--- src/rtl/mem_arbiter.sv ---
// Two-port arbiter sharing the lc3b memory port between instruction fetch (I)
// and load/store (D). Define MEM_ARBITER_RR_EN for round-robin on contention.
module mem_arbiter #(
  parameter int ADDR_W = 16,
  parameter int DATA_W = 16,
  parameter int MASK_W = 2
) (
  input  logic              clk,
  input  logic              reset_n,
  // port I: instruction fetch
  input  logic              i_read,
  input  logic [ADDR_W-1:0] i_address,
  output logic              i_resp,
  output logic [DATA_W-1:0] i_rdata,
  // port D: load/store
  input  logic              d_read,
  input  logic              d_write,
  input  logic [ADDR_W-1:0] d_address,
  input  logic [DATA_W-1:0] d_wdata,
  input  logic [MASK_W-1:0] d_byte_enable,
  output logic              d_resp,
  output logic [DATA_W-1:0] d_rdata,
  // physical memory
  output logic              mem_read,
  output logic              mem_write,
  output logic [ADDR_W-1:0] mem_address,
  output logic [DATA_W-1:0] mem_wdata,
  output logic [MASK_W-1:0] mem_byte_enable,
  input  logic [DATA_W-1:0] mem_rdata,
  input  logic              mem_resp,
  output logic [1:0]        grant
);

  typedef enum logic [1:0] {
    IDLE    = 2'd0,
    GRANT_I = 2'd1,
    GRANT_D = 2'd2
  } state_t;

  state_t state, state_next;
  logic   last_grant_d, last_grant_d_next;  // 0 = I served last, 1 = D
  logic   d_req;

  assign d_req = d_read | d_write;

  // Read data is a plain mirror; only the resp pulse qualifies it.
  assign i_rdata = mem_rdata;
  assign d_rdata = mem_rdata;

  // NOTE: state registers use non-blocking assignments and an async reset so
  // every decoded output falls to its idle value the moment reset_n drops.
  always_ff @(posedge clk or negedge reset_n) begin
    if (!reset_n) begin
      state        <= IDLE;
      last_grant_d <= 1'b0;
    end else begin
      state        <= state_next;
      last_grant_d <= last_grant_d_next;
    end
  end

  // NOTE: every output and next-state variable gets a default before the case,
  // so no path leaves one unassigned and no latch is inferred.
  always_comb begin
    state_next        = state;
    last_grant_d_next = last_grant_d;
    grant             = 2'b00;
    mem_read          = 1'b0;
    mem_write         = 1'b0;
    mem_address       = '0;
    mem_wdata         = '0;
    mem_byte_enable   = '0;
    i_resp            = 1'b0;
    d_resp            = 1'b0;

    unique case (state)
      IDLE: begin
`ifdef MEM_ARBITER_RR_EN
        if (d_req && i_read)
          state_next = last_grant_d ? GRANT_I : GRANT_D;
        else if (d_req)
          state_next = GRANT_D;
        else if (i_read)
          state_next = GRANT_I;
`else
        if (d_req)
          state_next = GRANT_D;
        else if (i_read)
          state_next = GRANT_I;
`endif
      end

      GRANT_I: begin
        grant           = 2'b01;
        mem_read        = i_read;
        mem_address     = i_address;
        mem_byte_enable = '1;
        i_resp          = mem_resp;
        if (mem_resp) begin
          state_next        = IDLE;
          last_grant_d_next = 1'b0;
        end else if (!i_read) begin
          state_next = IDLE;
        end
      end

      GRANT_D: begin
        grant           = 2'b10;
        mem_write       = d_write;
        mem_read        = d_read & ~d_write;  // a simultaneous write wins
        mem_address     = d_address;
        mem_wdata       = d_wdata;
        mem_byte_enable = d_write ? d_byte_enable : '1;
        d_resp          = mem_resp;
        if (mem_resp) begin
          state_next        = IDLE;
          last_grant_d_next = 1'b1;
        end else if (!d_req) begin
          state_next = IDLE;
        end
      end

      default: state_next = IDLE;
    endcase
  end

endmodule

--- config.mk ---
export PLATFORM = sky130hd
export DESIGN_NAME = mem_arbiter
export DESIGN_NICKNAME = d
export VERILOG_FILES = /design/src/rtl/mem_arbiter.sv
export SDC_FILE = /design/constraint.sdc
export NUM_CORES = 1
export LEC_CHECK = 0
export BUFFER_PORTS_ARGS = -buffer_cell sky130_fd_sc_hd__buf_2
export CORE_MARGIN = 3
export CORE_UTILIZATION = 31
export CTS_BUF_LIST = sky130_fd_sc_hd__clkbuf_8
export DETAILED_ROUTE_END_ITERATION = 10
export GPL_ROUTABILITY_DRIVEN = 0
export HOLD_SLACK_MARGIN = 0.12
export PLACE_DENSITY = 0.95
export SLEW_MARGIN = 20
export SYNTH_ARGS = -nofsm -noshare
export SYNTH_HDL_FRONTEND = slang
export SYNTH_SLANG_ARGS = --single-unit
--- constraint.sdc ---
create_clock -name clk -period 4.1 [get_ports clk]
set_clock_uncertainty 0.1 [all_clocks]
set_input_delay 0.205 -clock clk [delete_from_list [all_inputs] [get_ports clk]]
set_output_delay 0.205 -clock clk [all_outputs]
set_load 0.005 [all_outputs]
; Word-level counts from Yosys, hierarchy flattened
; Index checks and enable logic that the tools add are counted.
[totals]
register_bits = 2
in_bits = 72
memories = 0
ramBits = 0
rom_bits = 0
latchBits = 0
out_inout_bits = 72
[classes]
eq_ne = 5
mux = 16
bitwise_logic = 3
multipliers = 0
n_reduce_logical = 2
n_div = 0
order_cmp = 0
shift = 0
addsub = 0
[op_table]
columns = operator, count
row1 = case mux 16 bit (2 select lines), 1
row2 = two-way mux 16 bit, 1
row3 = two-way mux 2 bit, 7
row4 = "!= test 3 bit, second input constant", 3
row5 = case mux 2 bit (2 select lines), 2
row6 = case mux 2 bit (3 select lines), 1
row7 = two-way mux 1 bit, 3
row8 = AND reduction 3 bit, 1
row9 = "equality test 2 x 1 -> 1 bit, second input constant", 1
row10 = "equality test 2 bit, second input constant", 1
row11 = logical NOT 2 bit, 1
row12 = case mux 1 bit (2 select lines), 1
row13 = AND 1 bit, 1
row14 = NOT 1 bit, 1
row15 = OR 1 bit, 1

; Longest topological paths before layout
; Gate-level depths: netlist of run 1.
[logic_depth]
depth_word = 4
depth_mapped = 6
ltp_nobuf = 5

; Worst setup path after synthesis of run 1
; Ideal clock, no wire load.
[synth_timing]
kind = flip-flop to output port
startpoint = register state[0]
endpoint = output mem_address[11]
required_ps = 3795
stages_incl_launch_ff = 5
slack_ps = 2590
t_arrival_ps = 1205
path_cell_list = dfrtp_1 inv_1 ha_1 clkbuf_1 nor2b_1
[synth_between]
elab_chain_len = 2
elab_cells_between_ends = 3
cone_classes = eq/ne: 2 / mux: 1
[synth_rtl]
columns = element, line
row1 = start: declaration, 40  ; state_t state, state_next;
row2 = start signal: assignment, 57  ; state <= state_next;
row3 = equality test 2 bit or equality test 2 x 1 -> 1 bit (tied branches), 76  ; unique case (state)
row4 = case mux 16 bit (2 select lines) *, 76
row5 = end: declaration, 26  ; output logic [ADDR_W-1:0] mem_address,
; Every way passes the cells marked *; elsewhere a longest branch is shown, timed or not.

; Worst setup path in the final report of run 1
[layout_timing]
startpoint = register state[1]
endpoint = output mem_read
[layout_between]
elab_chain_len = 2
elab_cells_between_ends = 3
cone_classes = eq/ne: 2 / mux: 1
[layout_rtl]
columns = element, line
row1 = equality test 2 bit or equality test 2 x 1 -> 1 bit (tied branches), 76
row2 = case mux 1 bit (2 select lines) *, 76
row3 = end: declaration, 24  ; output logic mem_read,
; Marked as above.

==> impl_results.md, run 1 <==
* Worst Tran Pin Value at about 0.70 ns
* Startpoint types: flop
* Max Clk Rate at 464.4 MHz
* Sequential share of power at 0.065
* Status: complete, no violations
* Finished Cell Area at 1154 um2
* Max Cap Viol at 0
* CTS root buffer: clkbuf_8
* Core area at 2567 um2
* PwrDens at 447.3 nW/um2
* Ports at 144
* Top Registers: state: 2 flops
* 1st-pass router iterations at 4
* Worst reg2reg path startpoint: state[0]
* Critical path's largest stage delay at 0.64 ns
* N_diodes at 0
* Filler Cells Inserted at 266
* Utilization after layout at 0.4493
* Initial antenna violation count at 0
* Number of distinct library cells after synthesis at 22
* Die Wd at 59 um
* Die area at 3481 um2
* Global-route usage over all layers at 0.1461
* Cell family with most CP delay: adder cells
* Psw at about 0.22 mW
* Largest family of logic cells by synthesized area: simple AND/OR/NAND/NOR gates
* Die height at between 50 and 60 um
* # nets final at around 260
* Gate power share at 0.786
* CTS tree: done
* Final Setup Violations at 0
* Req. time, crit path at 3.80 ns
* Hold Crit Class: in -> async
* Ys Warns at 0
* Cell Area, Synth at 870.8 um2
* WL/cell at 13.19 um
* Clk buf depth at 2
* Internal power at 0.2987 mW
* Synth Area in Adders at 0.07184
* CP bufs+invs at 2
* Pins Over Slew Limit at 0
* Vias per std cell at approximately 4.8
* Clock power share at 0.149
* Total clock sinks at 2
* Crit path DAT at 1.85 ns
* Sequential fraction of the synthesis area at 0.05747
* Row cnt at 18
* Vias in the first global route at 905
* Reg2Reg Depth at 5
* DRC Markers at 0
* Setup WS post-layout at around 1.9 ns
* Max reg flops at 2
* RSZ-0062 raised after global routing: no
* Critical path endpoint category: output port
* Xor and xnor fraction of the mapped netlist area at 0
* Worst-case vdd ir drop at roughly 0.28 mV
* Placed cell area at ~1100 um2
* Setup WS pre-CTS at 1.822 ns
* Grt ovf at 0
* Starting density of the core at 0.3392
* Final Hold Viols at 0
* Synth Register Bits at 2
* CP Class: reg -> out
* Post-DP HPWL at roughly 2200 um
* Critical R2R Capture: state[1]
* Worst path slowest cell: ha_1
* Routed wire length at 2756 um
* Mux share of post-synthesis cell area at 0
* Syn Nets at 196
* Switching share of power at 0.4213
* Via count at 1008
* Synth Area in Compound Gates at 0.1983
* H-Tree Depth at 1
* Clock latency on the worst-skew pair at 0.21 ns
* Setup Buffers After CTS at 0
* Max FO, Critical Path at 19
* Avg Inst Size Synth at 7.318 um2
* First-pass GRT wire length at 3877 um
* Routed Antenna Nets at 0
* Final worst-path cycle share at 0.5252
* Post-layout min period at 2.153 ns
* Hold WS at 0.2120 ns
* Setup_tns at 0 ns
* Cells after Synth at 119
* Area Overhead vs Synth at 32.47%
* CTS resizes at 0
* Lkg Pwr at between 0.6 and 0.7 nW
* Largest net degree at the start of global routing at 40
* Reg2reg setup slack at approximately 2.2 ns
* Num CTS Buffers at 3
* Simple-gate share of the synthesized area at 0.3376
* Drt first-iter violations at 45
* Crit path cell chain: inv_1 > ha_1 > nand2_1 > a21boi_0 > buf_2
* Input/output buffers at 95
* Share of layout cells above drive strength 1 at 0.5587
* Clock slew seen by the registers of the worst setup and hold paths at 0.03 ns
* Biggest register: state
* Rel. slew slack at 0.5305
worst reg2reg max path, cell delays in order (launching register included):
cell and delay, ns:
dfrtp_1 0.41, inv_1 0.12, ha_2 0.56, or2b_1 0.28, o21ai_1 0.17, a32o_1 0.14
repair_timing:
| action | in CTS | in global routing |
|---|---|---|
| hold buffers | 1 | 0 |
| endpoints found under the setup margin | 0 | 0 |
| hold endpoints to repair | 2 | 0 |
through the flow:
stage                     total power [mW]  cells
after floorplan                     0.3213    119
after global placement              0.4366    205
after detailed placement            0.4458    205
after CTS                           0.5261    209
after global routing                0.5746    209
final                               0.5161    209
routing by layer:
metal,vias to the layer above,track usage,share of wire
met5,-,0,0
met4,0,0.09061,0.030
met3,17,0.03050,0.14
met2,79,0.2886,0.51
met1,429,0.1318,0.32
li1,483,-,-
worst max-delay path by stage:
stage	slack, ns	cells past startpoint	from	end
global route	1.76	5	state[1]	mem_read
detailed placement	1.82	5	state[0]	mem_address[7]
CTS	1.62	5	state[0]	mem_address[7]
finish	1.95	5	state[1]	mem_read
floorplan	2.59	4	state[0]	mem_address[11]
global placement	1.91	5	state[0]	mem_address[5]
kinds of logic (layout without fill, tap and decap cells):
| kind of cell | count (synthesis) | in the layout |
|---|---|---|
| buffers and inverters | 41 | 101 |
| and+or+nand+nor | 47 | 47 |
| DFF | 2 | 2 |
| AOI/OAI and AO/OA | 24 | 24 |
| adders and majority gates | 5 | 5 |
Yosys cell counts:
| master | number | area (um2) |
|---|---|---|
| buf_4 | 34 | 255.2 |
| and2_1 | 19 | 118.9 |
| nor2b_1 | 18 | 112.6 |
| a22oi_1 | 16 | 120.1 |
| ha_1 | 5 | 62.56 |
| a21oi_1 | 3 | 15.01 |
| nand2b_1 | 3 | 18.77 |
| buf_2 | 2 | 10.01 |
| clkbuf_1 | 2 | 7.510 |
| dfrtp_1 | 2 | 50.05 |
| inv_1 | 2 | 7.510 |
| nand2_1 | 2 | 7.510 |
| nand3b_1 | 2 | 15.01 |
| a21boi_0 | 1 | 7.510 |
| a32o_1 | 1 | 10.01 |
| and2b_1 | 1 | 7.510 |
| buf_6 | 1 | 11.26 |
| nor2_2 | 1 | 6.260 |
| o21ai_1 | 1 | 5.000 |
| o22ai_1 | 1 | 6.260 |
| o2bb2ai_1 | 1 | 8.760 |
| or2b_1 | 1 | 7.510 |
power by group through the flow:
| stage | clock network [mW] | logic [mW] | registers (mW) |
|---|---|---|---|
| finish | 0.0771 | 0.406 | 0.0334 |
| global route | 0.0826 | 0.457 | 0.0346 |
| CTS | 0.0787 | 0.414 | 0.0334 |
| detailed placement | 0 | 0.412 | 0.0335 |
| global placement | 0 | 0.403 | 0.0332 |
| floorplan | 0 | 0.289 | 0.0321 |
final cells by class:
cell class / instances / area [um2] / share of cell area
Tap cell: 30 / 37.54 / 0.03254
Clock buffer: 3 / 41.29 / 0.03579
Sequential cell: 2 / 50.05 / 0.04338
Multi-Input combinational cell: 76 / 531.8 / 0.4610
Timing Repair Buffer: 96 / 485.5 / 0.4208
Inverter: 2 / 7.507 / 0.006508
cell usage in the layout (no fill, tap or decap):
master	netlist	final
nor2b_1	18	18
and2b_1	1	1
dlygate4sd3_1	0	1
nand3b_1	2	2
nor2_2	1	1
o21ai_1	1	1
nand2b_1	3	3
or2b_1	1	1
o22ai_1	1	1
a21oi_1	3	3
buf_2	2	95
inv_1	2	2
clkbuf_8	0	3
a32o_1	1	1
a22oi_1	16	16
a21boi_0	1	1
and2_1	19	19
dfrtp_1	2	2
ha_2	0	1
ha_1	5	4
o2bb2ai_1	1	1
nand2_1	2	2
Power figures use the tool's default switching activity.
==> run 2: changes to the inputs <==
--- a/config.mk
+++ b/config.mk
@@ -5,14 +5,15 @@
 export SDC_FILE = /design/constraint.sdc
 export NUM_CORES = 1
 export LEC_CHECK = 0
+export ABC_AREA = 1
 export BUFFER_PORTS_ARGS = -buffer_cell sky130_fd_sc_hd__buf_2
 export CORE_MARGIN = 3
-export CORE_UTILIZATION = 31
+export CORE_UTILIZATION = 29
 export CTS_BUF_LIST = sky130_fd_sc_hd__clkbuf_8
 export DETAILED_ROUTE_END_ITERATION = 10
 export GPL_ROUTABILITY_DRIVEN = 0
 export HOLD_SLACK_MARGIN = 0.12
-export PLACE_DENSITY = 0.95
+export PLACE_DENSITY = 0.89
 export SLEW_MARGIN = 20
 export SYNTH_ARGS = -nofsm -noshare
 export SYNTH_HDL_FRONTEND = slang
==> constraint.sdc (replaced) <==
create_clock -name clk -period 2.05 [get_ports clk]
set_clock_uncertainty 0.1 [all_clocks]
set_input_delay 0.1025 -clock clk [delete_from_list [all_inputs] [get_ports clk]]
set_output_delay 0.1025 -clock clk [all_outputs]
set_load 0.005 [all_outputs]
==> run 2 against run 1 <==
Net effect: first-iteration DRC count decreased by 6.7%; combinational power increased by 100%; critical endpoint is now mem_byte_enable[0]; area after synthesis increased by 3.0%; critical path type unchanged; global-route usage decreased by 0.98 points; wire length increased by 10%.
==> impl_results.md, run 2 <==
* Setup WS post-layout at 0.2880 ns (-1.659 ns)
* Starting density of the core at 0.3145 (-0.02471)
* Crit path DAT at 1.56 ns (-0.29 ns)
* Share of layout cells above drive strength 1 at 0.4245 (-0.1342)
* Cell Area, Synth at 897.1 um2 (+3.0%)
* Lkg Pwr at 0.9519 nW (+46%)
* Max Cap Viol at 0 (unchanged)
* Die Wd at 61.62 um (+4.4%)
* # nets final at 324 (+26%)
* Input/output buffers at 95 (unchanged)
* Vias in the first global route at 994 (+9.8%)
* Clk buf depth at 2 (unchanged)
* Global-route usage over all layers at 0.1364 (-0.009769)
* N_diodes at 0 (unchanged)
* WL/cell at 11.03 um (-16%)
* Top_reg_cell synth: dfrtp_1
* Cells after Synth at 165 (+39%)
* Hold WS at 0.2157 ns (+0.003682 ns)
* Startpoint types: flop
* Drt first-iter violations at 42 (-6.7%)
* PwrDens at 767.8 nW/um2 (+72%)
* Filler Cells Inserted at 302 (+14%)
* Final worst-path cycle share at 0.8595
* Sequential fraction of the synthesis area at 0.05579 (-0.001683)
* Routed Antenna Nets at 0 (unchanged)
* Worst reg2reg path startpoint: state[0]
* H-Tree Depth at 1 (unchanged)
* Setup_tns at 0 ns (unchanged)
* Number of distinct library cells after synthesis at 14 (-36%)
* Max FO, Critical Path at 24 (+5)
* Utilization after layout at 0.4794 (+0.03007)
* Hold Crit Class: in -> reg
* Finished Layout Cells at 276 (+32%)
* Cell family with most CP delay: buffers and inverters
* Rel. slew slack at 0.7775 (+0.2470)
* Status: complete, no violations
* Worst-case vdd ir drop at 0.6869 mV (+140%)
* Most frequent cell after synthesis: nand2_1
* Synth area leaders: buf_4 28%, nand2_1 26%, inv_1 12%
* RSZ-0062 raised after global routing: no
* Worst Tran Pin Value at 0.3338 ns (-0.3705 ns)
* Row cnt at 19 (+1)
* Avg Inst Size Synth at 5.437 um2 (-26%)
* Commonest non-fill, non-tap cell in the layout: buf_2
* Clock slew seen by the registers of the worst setup and hold paths at 0.03 ns (about the same)
* Power Total at 1.050 mW (+100%)
* Max Clk Rate at 567.5 MHz
* Die area at 3797 um2 (+9.1%)
* Biggest register: state
* Grt ovf at 0 (unchanged)
* Crit path cell chain: inv_1 > ha_1 > buf_4 > nand2_1 > nand2_1 > o21ai_0 > inv_1 > buf_2
* Final Setup Violations at 0 (unchanged)
* Top Registers: state: 2 flops
* Area Overhead vs Synth at 52.44%
* Req. time, crit path at 1.85 ns (-1.95 ns)
* CP Class: reg -> out
* Critical path's largest stage delay at 0.38 ns (-0.26 ns)
* Initial antenna violation count at 0 (unchanged)
* Placed cell area at 1134 um2 (+3.1%)
* Core area at 2853 um2 (+11%)
* Worst path slowest cell: dfrtp_1
* Top cell type by total area after synthesis: buf_4
* Pins Over Slew Limit at 0 (unchanged)
* Setup WS pre-CTS at 0.4039 ns (-1.418 ns)
* Via count at 1191 (+18%)
* Largest net degree at the start of global routing at 25 (-38%)
* Routed wire length at 3045 um (+10%)
* Post-layout min period at between 1.5 and 2 ns
* Critical path endpoint category: output port
* Ys Warns at 0 (unchanged)
* CTS root buffer: clkbuf_8
* Area share of the largest cell type after synthesis at 0.2845 (-0.008585)
* Max reg flops at 2 (unchanged)
* Finished Cell Area at 1368 um2 (+19%)
* Placed cell count at 254 (+24%)
* Most frequent cells in the layout: 95 x buf_2, 62 x nand2_1, 28 x inv_1
* Vias per std cell at 4.315 (-11%)
* CP startpoint: state[0]
* Ports at 144 (unchanged)
* Synth Register Bits at 2 (unchanged)
* Final Hold Viols at 0 (unchanged)
* 1st-pass router iterations at 4 (unchanged)
* Syn Nets at 242 (+23%)
* CP bufs+invs at 4 (+2)
* Number of flops mapped to enable cells by yosys at 0 (unchanged)
* Async set or reset register ratio after synthesis at 1.000 (unchanged)
* Die height at 61.62 um (+4.4%)
* Num CTS Buffers at 3 (unchanged)
* Total clock sinks at 2 (unchanged)
* Post-synth top cells: 62 x nand2_1, 34 x buf_4, 28 x inv_1
* DRC Markers at 0 (unchanged)
* Clock latency on the worst-skew pair at 0.21 ns (about the same)
* Post-DP HPWL at 2239 um (+0.26%)
* First-pass GRT wire length at 4015 um (+3.6%)
* CTS tree: done
* Hold Crit Start: d_read
run 2: worst paths after layout:
path                                       to  slack, ns  cells after the start
min                                  state[0]       0.22                      6
max                        mem_byte_enable[0]       0.29                      8
max reg2reg                          state[1]       0.57                      6
min in group asynchronous            state[0]       0.65                      3
min reg2reg                          state[1]       0.43                      2
max in group asynchronous            state[1]       1.07                      3
run 2: timing repair:
action                                  4_1_cts  5_1_grt
resized for setup                             0        1
buffers inserted                              0        0
hold endpoints to repair                     35        0
hold buffers                                 19        0
endpoints found under the setup margin        0        2
run 2: cells by family (layout without fill, tap and decap cells):
kind of cell	Yosys count	count (layout)	synth area share
DFF	2	2	0.05579
AOI/OAI and AO/OA	19	19	0.1060
adders and majority gates	5	5	0.06974
buffers and inverters	68	148	0.4477
and+or+nand+nor	71	71	0.3208
run 2: where the power goes:
part	internal (mW)	switching (mW)
Clock	0.124	0.0302
Sequential	0.0525	0.0127
Combinational	0.353	0.478
run 2: layer usage:
| layer | share of wire | track usage | vias to the layer above |
|---|---|---|---|
| met3 | 0.079 | 0.01677 | 4 |
| met1 | 0.36 | 0.1399 | 507 |
| li1 | - | - | 621 |
| met2 | 0.55 | 0.2720 | 59 |
| met5 | 0 | 0 | - |
| met4 | 0.012 | 0.05455 | 0 |
run 2: cell type report:
| class | instances | area [um2] | area share |
|---|---|---|---|
| well taps | 31 | 38.79 | 0.02836 |
| clock buffers | 3 | 41.29 | 0.03019 |
| flip-flops and latches | 2 | 50.05 | 0.03660 |
| inverters | 29 | 108.9 | 0.07960 |
| repair buffers | 116 | 680.7 | 0.4977 |
| multi-input cells | 95 | 447.9 | 0.3275 |
run 2: worst min-delay path: stages:
cell,delay (ns)
buf_2,0.10
nor2_1,0.04
nand3_1,0.07
nand3_2,0.08
nand2_1,0.06
nand2_1,0.04
